## src/rtl/kernel_loader.sv

```systemverilog
`default_nettype none
// ============================================================================
// Module      : kernel_loader
// Description : Fetches N_COEF kernel coefficients from mem_kernel into a local
//               register bank and serves them by index.
// Revision    : 1.0
// ============================================================================
module kernel_loader #(
    parameter  int SIZE   = 16,
    parameter  int N_COEF = 9,
    parameter  int STRIDE = 4,
    localparam int SEL_W  = $clog2(N_COEF)
) (
    input  logic                     clk,
    input  logic                     reset,
    input  logic                     start,
    input  logic [SIZE-1:0]          base,
    output logic [SIZE-1:0]          mem_addr,
    input  logic [SIZE-1:0]          mem_data,
    output logic                     busy,
    output logic                     done,
    output logic                     valid,
    input  logic [SEL_W-1:0]         coef_sel,
    output logic [SIZE-1:0]          coef,
    output logic [N_COEF*SIZE-1:0]   coef_all
);

    localparam int CW = $clog2(N_COEF + 1);

    localparam logic [1:0] c_st_idle  = 2'd0;
    localparam logic [1:0] c_st_issue = 2'd1;
    localparam logic [1:0] c_st_drain = 2'd2;

    localparam logic [CW-1:0] c_last_idx  = CW'(N_COEF - 1);
    localparam logic [CW-1:0] c_first_cap = CW'(2);

    logic [1:0]       r_state;
    logic [1:0]       w_next_state;
    logic [CW-1:0]    r_issue_cnt;
    logic [CW-1:0]    r_cap_cnt;
    logic [SIZE-1:0]  r_bank [N_COEF];
    logic             w_accept;
    logic             w_capture;
    logic             w_last;

    // State register
    always_ff @(posedge clk) begin
        if (reset) begin
            r_state <= c_st_idle;
        end else begin
            r_state <= w_next_state;
        end
    end

    // Next-state logic
    always_comb begin
        w_next_state = r_state;
        case (r_state)
            c_st_idle:  if (start) w_next_state = c_st_issue;
            c_st_issue: if (r_issue_cnt == c_last_idx) w_next_state = c_st_drain;
            c_st_drain: if (r_cap_cnt == c_last_idx) w_next_state = c_st_idle;
            default:    w_next_state = c_st_idle;
        endcase
    end

    // Read data trails the address by two edges, so capture begins once the
    // second address is on the bus and continues through DRAIN.
    always_comb begin
        w_accept  = 1'b0;
        w_capture = 1'b0;
        w_last    = 1'b0;
        case (r_state)
            c_st_idle:  w_accept  = start;
            c_st_issue: w_capture = (r_issue_cnt >= c_first_cap);
            c_st_drain: begin
                w_capture = 1'b1;
                w_last    = (r_cap_cnt == c_last_idx);
            end
            default: ;
        endcase
    end

    always_ff @(posedge clk) begin
        if (reset) begin
            mem_addr    <= '0;
            busy        <= 1'b0;
            done        <= 1'b0;
            valid       <= 1'b0;
            r_issue_cnt <= '0;
            r_cap_cnt   <= '0;
            for (int i = 0; i < N_COEF; i++) begin
                r_bank[i] <= '0;
            end
        end else begin
            done <= 1'b0;
            if (w_accept) begin
                mem_addr    <= base;
                r_issue_cnt <= CW'(1);
                r_cap_cnt   <= '0;
                valid       <= 1'b0;
                busy        <= 1'b1;
            end
            if (r_state == c_st_issue) begin
                mem_addr    <= mem_addr + SIZE'(STRIDE);
                r_issue_cnt <= r_issue_cnt + CW'(1);
            end
            if (w_capture) begin
                for (int i = 0; i < N_COEF; i++) begin
                    if (r_cap_cnt == CW'(i)) r_bank[i] <= mem_data;
                end
                r_cap_cnt <= r_cap_cnt + CW'(1);
            end
            if (w_last) begin
                done  <= 1'b1;
                valid <= 1'b1;
                busy  <= 1'b0;
            end
        end
    end

    // Out-of-range indices fall through to zero.
    always_comb begin
        coef = '0;
        for (int i = 0; i < N_COEF; i++) begin
            if (coef_sel == SEL_W'(i)) coef = r_bank[i];
        end
    end

    generate
        for (genvar g = 0; g < N_COEF; g++) begin : g_flat
            assign coef_all[g*SIZE +: SIZE] = r_bank[g];
        end
    endgenerate

endmodule
`default_nettype wire

```

## config.mk

```make
export PLATFORM = sky130hd
export DESIGN_NAME = kernel_loader
export DESIGN_NICKNAME = d
export VERILOG_FILES = /design/src/rtl/kernel_loader.sv
export SDC_FILE = /design/constraint.sdc
export NUM_CORES = 1
export LEC_CHECK = 0
export BUFFER_PORTS_ARGS = -buffer_cell sky130_fd_sc_hd__buf_4
export CELL_PAD_IN_SITES_DETAIL_PLACEMENT = 1
export CELL_PAD_IN_SITES_GLOBAL_PLACEMENT = 1
export CORE_MARGIN = 4
export CORE_UTILIZATION = 38
export CTS_BUF_LIST = sky130_fd_sc_hd__clkbuf_4 sky130_fd_sc_hd__clkbuf_8
export DETAILED_ROUTE_END_ITERATION = 10
export PLACE_DENSITY_LB_ADDON = 0.1
export SLEW_MARGIN = 10
export SYNTH_ARGS = -nofsm -noshare
export SYNTH_HDL_FRONTEND = slang
export SYNTH_SLANG_ARGS = --single-unit
```

## constraint.sdc

```tcl
create_clock -name clk -period 2.2 [get_ports clk]
set_input_delay 0.44 -clock clk [delete_from_list [all_inputs] [get_ports clk]]
set_output_delay 0.44 -clock clk [all_outputs]
set_load 0.005 [all_outputs]
```

## Yosys cells after proc, flatten, opt, wreduce, memory -nomap -nowiden

Memories as Yosys holds them, arrays and structs flattened.
Index checks and enable logic that the tools add are counted.

| word-level totals | value |
|---|---|
| flip-flop bits (word level) | 29 |
| bits in latches | 0 |
| RAM bits | 144 |
| bits in read-only memories | 0 |
| input bits | 39 |
| output and inout bits | 179 |
| logic and storage cells | 123 |
| memories kept | 1 |

| operators by class | value |
|---|---|
| add/sub/neg operators | 3 |
| multiply operators | 0 |
| divide/modulo/power cells | 0 |
| order comparisons | 1 |
| equal/unequal tests | 22 |
| shifts and indexed selects | 0 |
| multiplexer cells | 72 |
| bitwise gates (word level) | 9 |
| reductions and logical operators | 8 |

Memories:

| name | words | bits a word | rd ports | clocked after Yosys merged registers in | wr ports | line | text |
|---|---|---|---|---|---|---|---|
| r_bank | 9 | 16 | 9 | 0 | 9 | 41 | `logic [SIZE-1:0] r_bank [N_COEF];` |

Operators by type and width:

| operator | number |
|---|---|
| 2-to-1 mux 16 bit | 20 |
| 2-to-1 mux 1 bit | 43 |
| == test 4 x 3 -> 1 bit, second input constant | 8 |
| adder 16 x 3 -> 16 bit, second input constant | 1 |
| == test 4 x 2 -> 1 bit, second input constant | 4 |
| 2-to-1 mux 4 bit | 4 |
| == test 4 bit, second input constant | 3 |
| bitwise OR 1 bit | 9 |
| adder 4 x 1 -> 4 bit, second input constant | 2 |
| == test 4 x 1 -> 1 bit, second input constant | 2 |
| logical NOT 4 bit | 2 |
| 2-to-1 mux 2 bit | 3 |
| != test 2 bit, second input constant | 3 |
| one-hot mux 2 bit (3 select lines) | 1 |
| nonzero test 2 bit | 3 |
| greater-or-equal comparator 4 x 2 -> 1 bit, second input constant | 1 |
| AND reduction 3 bit | 1 |
| == test 2 x 1 -> 1 bit, second input constant | 1 |
| == test 2 bit, second input constant | 1 |
| logical NOT 2 bit | 1 |
| one-hot mux 1 bit (2 select lines) | 1 |
| OR reduction 2 bit | 1 |

## Logic depth before layout (Yosys ltp)

Gate-level depths: netlist of run 1.

| depth | value |
|---|---|
| depth after elaboration | 10 |
| depth in mapped cells | 8 |

## Least setup slack after synthesis of run 1

OpenSTA, ideal clock, no wires.

| timing path | value |
|---|---|
| path type | reg-to-reg |
| start | register r_state[0] |
| end | memory r_bank[8][0], in the netlist r_bank[0][128] (enable) |
| library setup time | 392 ps |
| arrival | 1852 ps |
| slack | -44 ps |
| stages on the path, launching flop included | 7 |
| path buffers | 1 |
| clock period less this slack | 2244 ps |
| path through | dfxtp_1 inv_1 ha_1 nand2_1 o21a_1 buf_6 o21bai_1 |

RTL lines:

| element | line | text |
|---|---|---|
| start, declared | 37 | `logic [1:0] r_state;` |
| start signal, assigned | 49 | `r_state <= c_st_idle;` |
| start signal, assigned | 51 | `r_state <= w_next_state;` |
| end, declared | 41 |  |

==> flow_summary.ini, run 1 <==
[sta]
clock.fmax_mhz = 431.3
rsz0062_at_grt = yes
hold_viol_final = 0
setup_ws_ns = -0.1184
fin_crit_sh_pct = 105.4
setup-tns-final_ns = -0.2036
period_minus_slack_ns = 2.318
slew_violations = 0
worstMarginPinSlew_ns = 0.5326
fin_skew_ns = 0.01049
finalSetupViolCount = 4
fin_hold_ws_ns = 0.2223
slew_headroom_pct = 64.41

[power_and_ir_drop]
power_frac_clock_pct = 27.8
p_per_area_nw_per_um2 = 778.7
switchingPower_mw = 2.432
max-vdd-ir-drop_mv = 0.4014
intPower_mw = 5.968
p_seq_share_pct = 49.1
leakagePower_nw = 4.466
sw_frac_of_total_pct = 28.95
pwr-share-comb_pct = 23.1

[worst_setup_path]
reg2reg_depth = 9
timing.critical_path.fanout_max = 2
worst-endpoint-required_ns = 1.76
endpoint_kind = output pin
cp-start-kind = flip-flop
arrival_ns = 1.88
criticalPathCategory = flip-flop to output pin

[synthesis]
synth-seq-cells = 173
syn_area_um2 = 7440
synth_flop_cell = edfxtp_1
yosys.area.top_type = edfxtp_1
synth_commonest_cells = 144 x edfxtp_1, 45 x nor2_1, 36 x nand2_1, 30 x a22o_1, 29 x dfxtp_1
synth_top_area_share_pct = 58.12
yosysWarnings = 0
synth-edff-count = 144
syn_inst = 553
synth-seq-area-share_pct = 65.93
synth.most_common_cell = edfxtp_1
syn_avg_cell_area_um2 = 13.45
synthXorXnorAreaFrac_pct = 0.7064
synth_adder_area_share_pct = 2.018
synthArstFlopShare_pct = 0
synth_cell_types = 49
synth_top_family_by_area = compound AO/OA/AOI/OAI gates
synth-simple-area-share_pct = 10.12
synth_compound_area_share_pct = 13.13
synth_mux_area_share_pct = 5.314
synth_area_leaders = edfxtp_1 58%, dfxtp_1 7.8%, a22o_1 3.5%
syn_nets = 604

[routing]
firstDrtPassIters = 5
wire_per_inst_um = 23.24
drtAntennaViolNets = 0
wl_met2_mm = 13.33
dr_wl_met3_mm = 2.133
dr.max_layer_used = met4
routedLengthMet1_mm = 10.03
first_iter_violations = 309
drcViolationCount = 0
routed_wl_mm = 25.89
viasPerCell = 5.332
num_vias = 5940

[clock_tree]
hold_buffers = 0
clock_sinks = 173
h-tree-depth = 4
clockRootBuffer = clkbuf_8
cts_buffer_depth = 2
tritoncts = yes
clk_latency_ns = 0.46
numCtsBuffers = 17
clk_pin_slew_worst_paths_ns = 0.09

[layout]
n_antenna_cell = 0
nets = 892
layout-drive-gt1-share_pct = 47.66
instances_no_fill = 1114
final_util_pct = 56.91
area_growth_pct = 45.00

[die]
fp.dieH_um = 147.9
die_area_um2 = 21880
start_util_pct = 39.25
die_w_um = 147.9
fp.coreArea_um2 = 18960
pin_count = 218
rows = 50

[place]
portBuffers = 217
place_inst = 1042
gp_congestion = 0.8894
dp_hpwl_mm = 18.32

[job]
cap_violations = 0

[grt]
grt_pass1_wl_mm = 38.20
grt_max_degree = 40
grt_overflow = 0
antenna_found_initial = 0
grt_use_total_pct = 22.79
grt_pass1_vias = 6315

[min_path]
hold_class = input pin to flip-flop
whs_path_depth = 3

[status]
status = complete, but fails checks
violations = setup timing
==> placed cells by master (no fill, tap or decap), types with 3 or more instances in the layout <==
cell type   synthesis  routed
o31ai_1            15       9
nor2b_1             6       4
buf_12              0      16
and2_4              0      16
nand2_1            36      36
o31ai_2             0       6
xnor2_1             5       5
a211oi_1           28      28
nand3_1            12      12
a21o_4              0       5
nor4_1              5       3
bufinv_16           0       3
mux2i_1            17      17
nor3_1             13      12
edfxtp_1          144     144
a21o_1             10       6
dfxtp_2             0       3
dfxtp_1            29      26
ha_1               12      11
a22oi_1            15       4
inv_1               8       8
nor2_1             45      44
a22o_1             30      30
clkinvlp_4          0       5
a22oi_2             0      11
and3_1              5       5
mux2_4              0       7
buf_6               2       4
buf_4               2     282
mux2_2             16       9
a21oi_1            13      13
o21ai_0             5       5
clkbuf_8            0      17
nand4_1             3       3
==> metal layers <==
layer,track usage [%],vias to the layer above
li1,-,2697
met1,27.62,2997
met2,39.23,218
met3,7.235,28
met4,6.559,0
met5,0,-
==> worst max-delay path, cell delays in order (launching register included) <==
cell and delay, ns:
edfxtp_1 0.41, mux4_2 0.46, nor3b_1 0.15, a221o_1 0.27, buf_4 0.14
==> area by class of cell <==
cell class	instances	area [um2]
tap	260	325.3
inverter	9	33.78
sequential	173	4908
fill	1923	8168
clock buffer	19	249.0
timing repair buffer	304	2512
multi-input combinational	336	2591
clock inverter	13	167.7
==> power groups by stage <==
stage                     Clock (mW)  Combinational [mW]  Sequential, mW
final                           2.33                1.94            4.12
after global routing            2.53                2.11            4.16
after CTS                       2.37                1.86            4.12
after detailed placement           0                1.81            4.19
after global placement             0                1.74            4.17
after floorplan                    0               0.875            4.14
==> worst paths after layout <==
path,startpoint,endpoint,slack (ns)
max,r_bank[0][14],coef[14],-0.12
min,base[6],mem_addr[6],0.22
max reg2reg,r_state[1],r_bank[0][66],0.08
min reg2reg,mem_addr[0],mem_addr[0],0.47
==> flip-flops by register name (all words and copies together), names as in the netlist <==
signal       flops
r_bank         144
mem_addr        16
r_cap_cnt        4
r_issue_cnt      4
r_state          2
busy             1
done             1
valid            1
==> through the flow <==
| stage | cell area, um2 | worst slack [ns] | power [mW] |
|---|---|---|---|
| 2_1_floorplan | 7448 | 0.06438 | 5.018 |
| 4_1_cts | 10390 | -0.1404 | 8.351 |
| 3_3_place_gp | 9732 | -0.09990 | 5.913 |
| 6_report | 10790 | -0.1184 | 8.400 |
| 5_1_grt | 10790 | -0.1971 | 8.807 |
| 3_5_place_dp | 9732 | -0.1683 | 5.993 |
==> cells by family after synthesis <==
group	Yosys count
buf+inv	45
xor+xnor	6
mux	35
fa+ha+maj	12
flops	173
compound gates	130
simple gates	152
==> timing repair <==
item | in CTS | in global routing
pin swaps | 9 | 5
buffers inserted | 14 | 26
endpoints found under the setup margin | 288 | 288
cloned | 0 | 2
gates resized for setup | 44 | 39
Power figures use the tool's default switching activity.
==> run 2: changes to the inputs <==
- REMOVE_ABC_BUFFERS: not set -> 1
==> flow_summary.ini, run 2 (synthesis gave the netlist of run 1 again) <==
[status]
status = complete, but fails checks
violations = setup timing

[clock_tree]
numCtsBuffers = 17
cts_buffer_depth = 2
clk_latency_ns = 0.46
clock_sinks = 173
h-tree-depth = 4
tritoncts = yes
clk_pin_slew_worst_paths_ns = 0.10
clockRootBuffer = clkbuf_8

[power_and_ir_drop]
sw_frac_of_total_pct = 29.81
total_power_mw = 8.176
power_frac_clock_pct = 26.1
p_seq_share_pct = 50.4
max-vdd-ir-drop_mv = 0.3822
switchingPower_mw = 2.437
intPower_mw = 5.738
p_per_area_nw_per_um2 = 766.8
pwr-share-comb_pct = 23.5
leakagePower_nw = 4.446

[routing]
drcViolationCount = 0
first_iter_violations = 360
firstDrtPassIters = 4
num_vias = 6041
wire_per_inst_um = 23.67
drtAntennaViolNets = 0
viasPerCell = 5.428
routed_wl_mm = 26.34

[worst_setup_path]
cp_slowest_cell = mux4_2
reg2reg_depth = 8
timing.critical_path.fanout_max = 2
arrival_ns = 1.95
cp-start-kind = flip-flop
crit_chain = mux4_2 > nor3b_1 > a221o_1 > buf_4
endpoint_kind = output pin
criticalPathCategory = flip-flop to output pin
cpPeakStageDelay_ns = 0.46
worst-endpoint-required_ns = 1.76
ff2ff_setup_slack_ns = 0.08
reg2reg_from = r_state[1]
timing.rr.end = r_bank[0][72]

[place]
dpl_worst_slack_ns = -0.2625
gp_congestion = 0.8627
portBuffers = 217
dp_hpwl_mm = 18.72
place_inst = 1046
placed_area_um2 = 9807

[die]
start_util_pct = 39.25
rows = 50
die_w_um = 147.9
fp.coreArea_um2 = 18960
pin_count = 218
die_area_um2 = 21880
fp.dieH_um = 147.9

[grt]
antenna_found_initial = 0
grt_pass1_vias = 6286
grt_overflow = 0
grt_pass1_wl_mm = 38.14
grt_max_degree = 29
grt_use_total_pct = 23.02

[sta]
finalSetupViolCount = 2
slew_violations = 0
slew_headroom_pct = 60.98
worstMarginPinSlew_ns = 0.5840
clock.fmax_mhz = 418.8
fin_hold_ws_ns = 0.2337
rsz0062_at_grt = yes
fin_crit_sh_pct = 108.5
setup_ws_ns = -0.1878
period_minus_slack_ns = 2.388
fin_skew_ns = 0.01243
setup-tns-final_ns = -0.2181
hold_viol_final = 0

[layout]
largestRegisters = r_bank x144, mem_addr x16
n_antenna_cell = 0
layout-drive-gt1-share_pct = 46.42
largest_register_ffs = 144
final_util_pct = 56.24
nets = 891
instances_no_fill = 1113
design_area_um2 = 10660
final_cell_mix = 282 x buf_4, 144 x edfxtp_1, 44 x nor2_1, 36 x nand2_1, 30 x a22o_1
final_common_cell = buf_4
top_register = r_bank
area_growth_pct = 43.31
nFillCells = 1963

[min_path]
hold_start = base[1]
hold_path_end = mem_addr[1]
whs_path_depth = 3
hold_class = input pin to flip-flop

[job]
cap_violations = 0
## run 2: area by class of cell
class / count / area (um2) / share of cell area, %
Timing Repair Buffer: 304 / 2515 / 23.59
Clock inverter: 12 / 115.1 / 1.080
Multi-Input combinational cell: 335 / 2510 / 23.54
Clock buffer: 20 / 256.5 / 2.406
Sequential cell: 173 / 4906 / 46.02
Tap cell: 260 / 325.3 / 3.051
Inverter: 9 / 33.78 / 0.3169
## run 2: power groups by stage
stage / clock network [mW] / registers (mW) / logic [mW]
6_report: 2.13 / 4.12 / 1.92
3_5_place_dp: 0 / 4.19 / 1.82
2_1_floorplan: 0 / 4.14 / 0.788
5_1_grt: 2.31 / 4.16 / 2.08
3_3_place_gp: 0 / 4.17 / 1.76
4_1_cts: 2.17 / 4.11 / 1.86
## run 2: critical path, delay by kind of cell (launching register included)
family	cells	cell delay, ns
muxes	1	0.46
DFF	1	0.42
AOI/OAI and AO/OA	1	0.30
and+or+nand+nor	1	0.16
buffers and inverters	1	0.15
## run 2: how the worst max path moves through the flow
stage	to	cells past startpoint	from	slack [ns]
4_1_cts	coef[14]	4	r_bank[0][30]	-0.20
2_1_floorplan	r_bank[0][128]	5	r_state[1]	-0.45
5_1_grt	coef[14]	4	r_bank[0][30]	-0.24
6_report	coef[14]	4	r_bank[0][30]	-0.19
3_3_place_gp	coef[1]	6	coef_sel[0]	-0.23
3_5_place_dp	coef[1]	6	coef_sel[0]	-0.26
## run 2: routing by layer
metal  GRT usage [%]  vias to the layer above  part of all wire (%)  wire [um]
met2           37.55                      246                    49      12840
li1                -                     2701                     -          -
met3           6.009                       29                   7.4       1961
met1           30.53                     3065                    42      11120
met4           6.744                        0                   1.6        422
met5               0                        -                     0          0
## run 2: timing repair
action / in CTS / in global routing
gates cloned: 0 / 2
resized for setup: 19 / 35
pin swaps: 5 / 12
setup endpoints to repair: 115 / 194
hold buffers: 0 / 0
buffers inserted: 15 / 18
